`config.mk`:
```
export PLATFORM = sky130hd
export DESIGN_NAME = inv_transcb
export DESIGN_NICKNAME = d
export VERILOG_FILES = /design/src/rtl/inv_transcb.sv
export SDC_FILE = /design/constraint.sdc
export NUM_CORES = 1
export LEC_CHECK = 0
export CORE_UTILIZATION = 55
export CTS_CLUSTER_SIZE = 14
export DETAILED_ROUTE_END_ITERATION = 10
export GPL_TIMING_DRIVEN = 0
export HOLD_SLACK_MARGIN = 0.1
export PLACE_DENSITY = 0.82
export SYNTH_ARGS = -nofsm -noshare
export SYNTH_HDL_FRONTEND = slang
export SYNTH_SLANG_ARGS = --single-unit
export TNS_END_PERCENT = 100
```
`constraint.sdc`:
```
create_clock -name clk -period 4.3 [get_ports clk]
set_input_delay 0.645 -clock clk [delete_from_list [all_inputs] [get_ports clk]]
set_output_delay 0.645 -clock clk [all_outputs]
set_load 0.03 [all_outputs]
```
`src/rtl/inv_transcb.sv`:
```
// Inverse skin-tone chroma transform: Cb = mean(Y) + (transcb - mean(K_h)) / width(Y).
// Optional build macro INVCB_ROUND_EN: round half up in FIX instead of truncating.
`ifndef FP_WIDTH
`define FP_WIDTH 20
`endif
`ifndef FP_FRAC
`define FP_FRAC 8
`endif
`ifndef TRANSCB_OUTPUT
`define TRANSCB_OUTPUT 10
`endif
`ifndef K_l
`define K_l 125
`endif
`ifndef K_h
`define K_h 188
`endif
`ifndef MeanCb_K_h_fp
`define MeanCb_K_h_fp (108 << `FP_FRAC)
`endif

module inv_transcb #(
  parameter int FP_W     = `FP_WIDTH,
  parameter int FP_FRAC  = `FP_FRAC,
  parameter int DIV_ITER = FP_W + FP_FRAC
) (
  input  logic                              clk,
  input  logic                              rst_n,
  input  logic                              in_valid,
  output logic                              in_ready,
  input  logic signed [`TRANSCB_OUTPUT-1:0] transcb,
  input  logic [7:0]                        Y,
  output logic                              out_valid,
  input  logic                              out_ready,
  output logic [7:0]                        Cb,
  output logic                              div0
);
  localparam int DW = FP_W + FP_FRAC;
  localparam int CW = (DIV_ITER > 1) ? $clog2(DIV_ITER) : 1;
  localparam int MEAN_KH = `MeanCb_K_h_fp;
  localparam int ONE = 1 << FP_FRAC;
  localparam logic [7:0] KL = 8'(`K_l);
  localparam logic [7:0] KH = 8'(`K_h);
  localparam logic signed [FP_W-1:0] MAXPOS  = {1'b0, {(FP_W-1){1'b1}}};
  localparam logic signed [FP_W-1:0] MOSTNEG = {1'b1, {(FP_W-1){1'b0}}};
`ifdef INVCB_ROUND_EN
  localparam logic signed [FP_W:0] RND = (FP_W+1)'(1 << (FP_FRAC-1));
`else
  localparam logic signed [FP_W:0] RND = '0;
`endif

  typedef enum logic [2:0] {IDLE, PREP, DIV, FIX, OUT} state_t;
  state_t state;

  logic signed [`TRANSCB_OUTPUT-1:0] tcb_q;
  logic [7:0]             y_q;
  logic signed [FP_W-1:0] mean_q, width_q;
  logic                   neg_q;
  logic [DW-1:0]          dq;
  logic [FP_W-1:0]        rem;
  logic [CW-1:0]          cnt;

  // Mean and width curves: flat between K_l and K_h, linear outside.
  logic signed [FP_W-1:0] mean_lut, width_lut;
  assign mean_lut = (y_q < KL) ? FP_W'(MEAN_KH + (int'(KL) - int'(y_q)) * 24) :
                    (y_q > KH) ? FP_W'(MEAN_KH + (int'(y_q) - int'(KH)) * 40) :
                                 FP_W'(MEAN_KH);
  assign width_lut = (y_q < KL) ? FP_W'(ONE + (int'(KL) - int'(y_q)) * 2) :
                     (y_q > KH) ? FP_W'(ONE + (int'(y_q) - int'(KH)) * 3) :
                                  FP_W'(ONE);

  logic signed [FP_W-1:0] diff, absd;
  assign diff = (FP_W'(tcb_q) <<< FP_FRAC) - FP_W'(MEAN_KH);
  assign absd = !diff[FP_W-1] ? diff : (diff == MOSTNEG) ? MAXPOS : -diff;

  // Restoring step: trial subtract in FP_W+1 bits, sign bit picks restore.
  logic [FP_W:0] shifted, trial;
  assign shifted = {rem, dq[DW-1]};
  assign trial   = shifted - {1'b0, width_q};

  logic signed [FP_W-1:0] qs;
  logic signed [FP_W:0]   qsx, sum;
  assign qs  = (|dq[DW-1:FP_W-1]) ? MAXPOS : $signed({1'b0, dq[FP_W-2:0]});
  assign qsx = (FP_W+1)'(qs);
  assign sum = (neg_q ? -qsx : qsx) + (FP_W+1)'(mean_q) + RND;

  function automatic logic [7:0] sat8(input logic signed [FP_W:0] v);
    if (v[FP_W])                   return 8'd0;
    else if (|v[FP_W-1:FP_FRAC+8]) return 8'hFF;
    else                           return v[FP_FRAC+7:FP_FRAC];
  endfunction

  always_ff @(posedge clk or negedge rst_n) begin
    if (!rst_n) begin
      state     <= IDLE;
      in_ready  <= 1'b1;
      out_valid <= 1'b0;
      Cb        <= '0;
      div0      <= 1'b0;
      tcb_q     <= '0;
      y_q       <= '0;
      mean_q    <= '0;
      width_q   <= '0;
      neg_q     <= 1'b0;
      dq        <= '0;
      rem       <= '0;
      cnt       <= '0;
    end else begin
      case (state)
        IDLE: if (in_valid) begin
          tcb_q    <= transcb;
          y_q      <= Y;
          in_ready <= 1'b0;
          state    <= PREP;
        end
        PREP: begin
          mean_q  <= mean_lut;
          width_q <= width_lut;
          neg_q   <= diff[FP_W-1];
          dq      <= {absd, {FP_FRAC{1'b0}}};
          rem     <= '0;
          cnt     <= CW'(DIV_ITER - 1);
          div0    <= 1'b0;
          if (y_q >= KL && y_q <= KH) begin
            Cb        <= tcb_q[7:0];
            out_valid <= 1'b1;
            state     <= OUT;
          end else if (width_lut == '0) begin
            div0      <= 1'b1;
            Cb        <= sat8({mean_lut[FP_W-1], mean_lut});
            out_valid <= 1'b1;
            state     <= OUT;
          end else begin
            state <= DIV;
          end
        end
        DIV: begin
          rem <= trial[FP_W] ? shifted[FP_W-1:0] : trial[FP_W-1:0];
          dq  <= {dq[DW-2:0], ~trial[FP_W]};
          if (cnt == '0) state <= FIX;
          else           cnt   <= cnt - 1'b1;
        end
        FIX: begin
          Cb        <= sat8(sum);
          out_valid <= 1'b1;
          state     <= OUT;
        end
        OUT: if (out_ready) begin
          out_valid <= 1'b0;
          in_ready  <= 1'b1;
          state     <= IDLE;
        end
        default: state <= IDLE;
      endcase
    end
  end
endmodule

```
==> impl_metrics.env <==
export IMPL_final_common_cell="dfrtp_1"
export IMPL_yosysSeqAreaShare_pct=32.1
export IMPL_drc=0
export IMPL_cts_max_level=4
export IMPL_firstDrtPassIters=6
export IMPL_fill_cells=1292
export IMPL_viasPerCell=6.25
export IMPL_cp_buffers_inverters=1
export IMPL_wirelength_um=24300
export IMPL_crit_path_top_delay_cell="or4_4"
export IMPL_cts_sinks=116
export IMPL_r2r_slack_ns=-0.17
export IMPL_drt_initial_drc_count=954
export IMPL_rr_endpoint="Cb[2]"
export IMPL_rows=46
export IMPL_wire_per_inst_um=18.5
export IMPL_final_cells=1311
export IMPL_hold_violations=0
export IMPL_max_slew_margin_pct=23.8
export IMPL_final_layout_size_suffix_gt1_share_pct=12.8
export IMPL_yosysWarnings=0
export IMPL_setup_viol=8
export IMPL_crit_arrival_ns=4.80
export IMPL_register_area_um2=2910
export IMPL_gp_congestion=0.899
export IMPL_syn_inst=1005
export IMPL_cts_made_buffers=17
export IMPL_r2r_start="dq[26]"
export IMPL_grt_pass1_wl_um=38700
export IMPL_clkTransAtPathRegs_ns=0.05
export IMPL_finalClockSkew_ns=0.00970
export IMPL_antenna_found_initial=0
export IMPL_post_route_min_period_ns=4.47
export IMPL_worstSetupPathType="reg2reg"
export IMPL_ys_types=74
export IMPL_crit_required_ns=4.63
export IMPL_die_area_um2=17000
export IMPL_antennaDiodeCount=0
export IMPL_start_util_pct=56.6
export IMPL_rsz0062_at_grt="yes"
export IMPL_ys_seq_elements=116
export IMPL_path_max_fanout=8
export IMPL_grt_pass1_vias=7722
export IMPL_setup_slack_ns=-0.168
export IMPL_ios=33
export IMPL_multi_input_area_um2=6030
export IMPL_clk_latency_ns=0.42
export IMPL_ys_flop_type="dfrtp_1"
export IMPL_hold_class="in2async"
export IMPL_grt_max_degree=82
export IMPL_report_final_slew_viol_count=0
export IMPL_ctsLongestPathBuffers=2
export IMPL_status="finished with violations"
export IMPL_clock_fmax_mhz=224
export IMPL_ant_nets=0
export IMPL_reg2reg_depth=16
export IMPL_synth_edf_count=0
export IMPL_critPathLaunchType="flop"
export IMPL_die_w_um=130
export IMPL_dpl_hpwl_um=17000
export IMPL_grt_usage_pct=29.7
export IMPL_gr_total_overflow=0
export IMPL_layout_common_cells="dfrtp_1, ha_1, o21ai_0, nand2_1, a21oi_1"
export IMPL_core_um2=16000
export IMPL_dp_cells=1254
export IMPL_cts_tree="done"
export IMPL_port_buffer_count=32
export IMPL_nNetsFinal=1204
export IMPL_cp_slowest_stage_delay_ns=0.57
export IMPL_period_share_pct=104
export IMPL_crit_chain="or4_4, nor3_4, nand4b_4, or3_4, buf_4, and3_2, o21ai_0, ha_1, nand3_1, or2_2, o21a_1, o21ai_1, a21oi_1, xnor2_1, nand3_2, o211ai_1"
export IMPL_drv_cap=0
export IMPL_synth_nets=1127
export IMPL_async_flop_share_pct=100
export IMPL_vias=8193
export IMPL_cp_end_kind="flop"
export IMPL_syn_area_um2=9050
export IMPL_clockRootBuffer="clkbuf_16"
export IMPL_worst_slew_pin_slew_ns=1.13
export IMPL_failed_checks="negative setup slack"
export IMPL_crit_family="simple AND/OR/NAND/NOR gates"
export IMPL_synth_avg_cell_area_um2=9.00
export IMPL_die_height_um=130
export IMPL_syn_to_final_growth_pct=18.2
-- cells in the mapped netlist, drive strengths merged, types with 3 or more instances --
master	n	area share [%]
a221o	5	0.55
o311ai	8	0.77
a31oi	13	0.90
nor3	26	1.6
nor2b	9	0.62
a21o	22	1.8
a22o	20	1.9
o21ai	99	5.5
nand4	5	0.35
dfrtp	115	32
xor2	34	3.3
a211oi	9	0.75
or3	8	0.61
nand2b	10	0.69
ha	96	13
and2	5	0.35
nor2	54	2.2
inv	48	2.0
o211ai	4	0.33
nor4	4	0.28
o21bai	8	0.66
or2	7	0.48
mux2	15	1.9
o31ai	7	0.58
o21a	12	1.0
a221oi	9	0.87
nand2	90	3.7
fa	4	0.88
nand3	23	1.3
a22oi	15	1.2
nor3b	3	0.25
clkbuf	35	1.5
buf	4	0.21
and3	10	0.73
o221ai	4	0.46
xnor2	44	4.3
mux2i	22	2.4
a21oi	57	3.2
and4	7	0.68
or4	6	0.58
-- registers in the layout, indices dropped and copies added, names as in the netlist --
name,flops
out_valid,1
tcb_q,10
Cb,8
y_q,8
in_ready,1
width_q,13
state,3
dq,28
mean_q,17
cnt,5
div0,1
rem,20
neg_q,1
-- worst max path at each step --
| stage | slack (ns) | start | end | depth (start not counted) |
|---|---|---|---|---|
| final | -0.17 | dq[26] | Cb[2] | 16 |
| after global routing | -0.41 | dq[27] | Cb[2] | 16 |
| after CTS | -0.08 | dq[26] | Cb[2] | 17 |
| after detailed placement | -0.62 | y_q[3] | Cb[1] | 17 |
| after global placement | -1.87 | rst_n | y_q[3] | 1 |
| after floorplan | 0.001 | dq[20] | Cb[5] | 16 |
-- area by class of cell --
class | count | area share, %
clock inverter | 10 | 1.22
multi-input combinational | 802 | 56.4
tap | 216 | 2.53
buffer | 36 | 1.38
clock buffer | 22 | 4.34
sequential | 116 | 27.2
timing repair buffer | 61 | 5.23
inverter | 48 | 1.69
-- cells by family (layout without fill, tap and decap cells) --
logic type / Yosys count / in the layout / synth area share, %
buf+inv: 87 / 177 / 3.65
xor+xnor: 78 / 78 / 7.63
compound gates: 314 / 314 / 22.9
flops: 116 / 116 / 32.1
fa+ha+maj: 100 / 100 / 14.2
mux: 37 / 37 / 4.30
simple gates: 273 / 273 / 15.3
-- repair_timing --
item / 4_1_cts / 5_1_grt
buffers inserted: 22 / 5
gates resized for setup: 32 / 27
pin swaps: 19 / 10
hold buffers: 0 / 0
endpoints found under the setup margin: 11 / 10
-- worst reg2reg max path: stages (launching register included) --
cell	delay (ns)
dfrtp_1	0.39
or4_4	0.57
nor3_4	0.24
nand4b_4	0.12
or3_4	0.41
buf_4	0.16
and3_2	0.20
o21ai_0	0.35
ha_1	0.25
nand3_1	0.10
or2_2	0.31
o21a_1	0.20
o21ai_1	0.17
a21oi_1	0.10
xnor2_1	0.26
nand3_2	0.25
o211ai_1	0.28
-- metal layers --
metal	vias to the layer above	global-route usage (%)	part of all wire, %
met1	3960	40.4	45
met5	-	0	0
met3	46	5.25	6.2
met2	320	47.1	47
met4	0	11.5	1.9
li1	3867	-	-
-- stage by stage --
step	setup slack [ns]	util [%]	TNS [ns]	hold WS, ns	instance area, um2
after floorplan	0.00104	-	0	0.349	9050
after global placement	-1.87	60.2	-218.92	0.467	9640
after detailed placement	-0.620	60.4	-5.20	0.469	9670
after CTS	-0.0823	65.9	-0.286	0.129	10500
after global routing	-0.406	66.8	-2.99	0.134	10700
final	-0.168	66.8	-0.891	0.118	10700
Power is not shown: default switching activity piles up to over one toggle a cycle in this logic, so the estimate is an artifact.
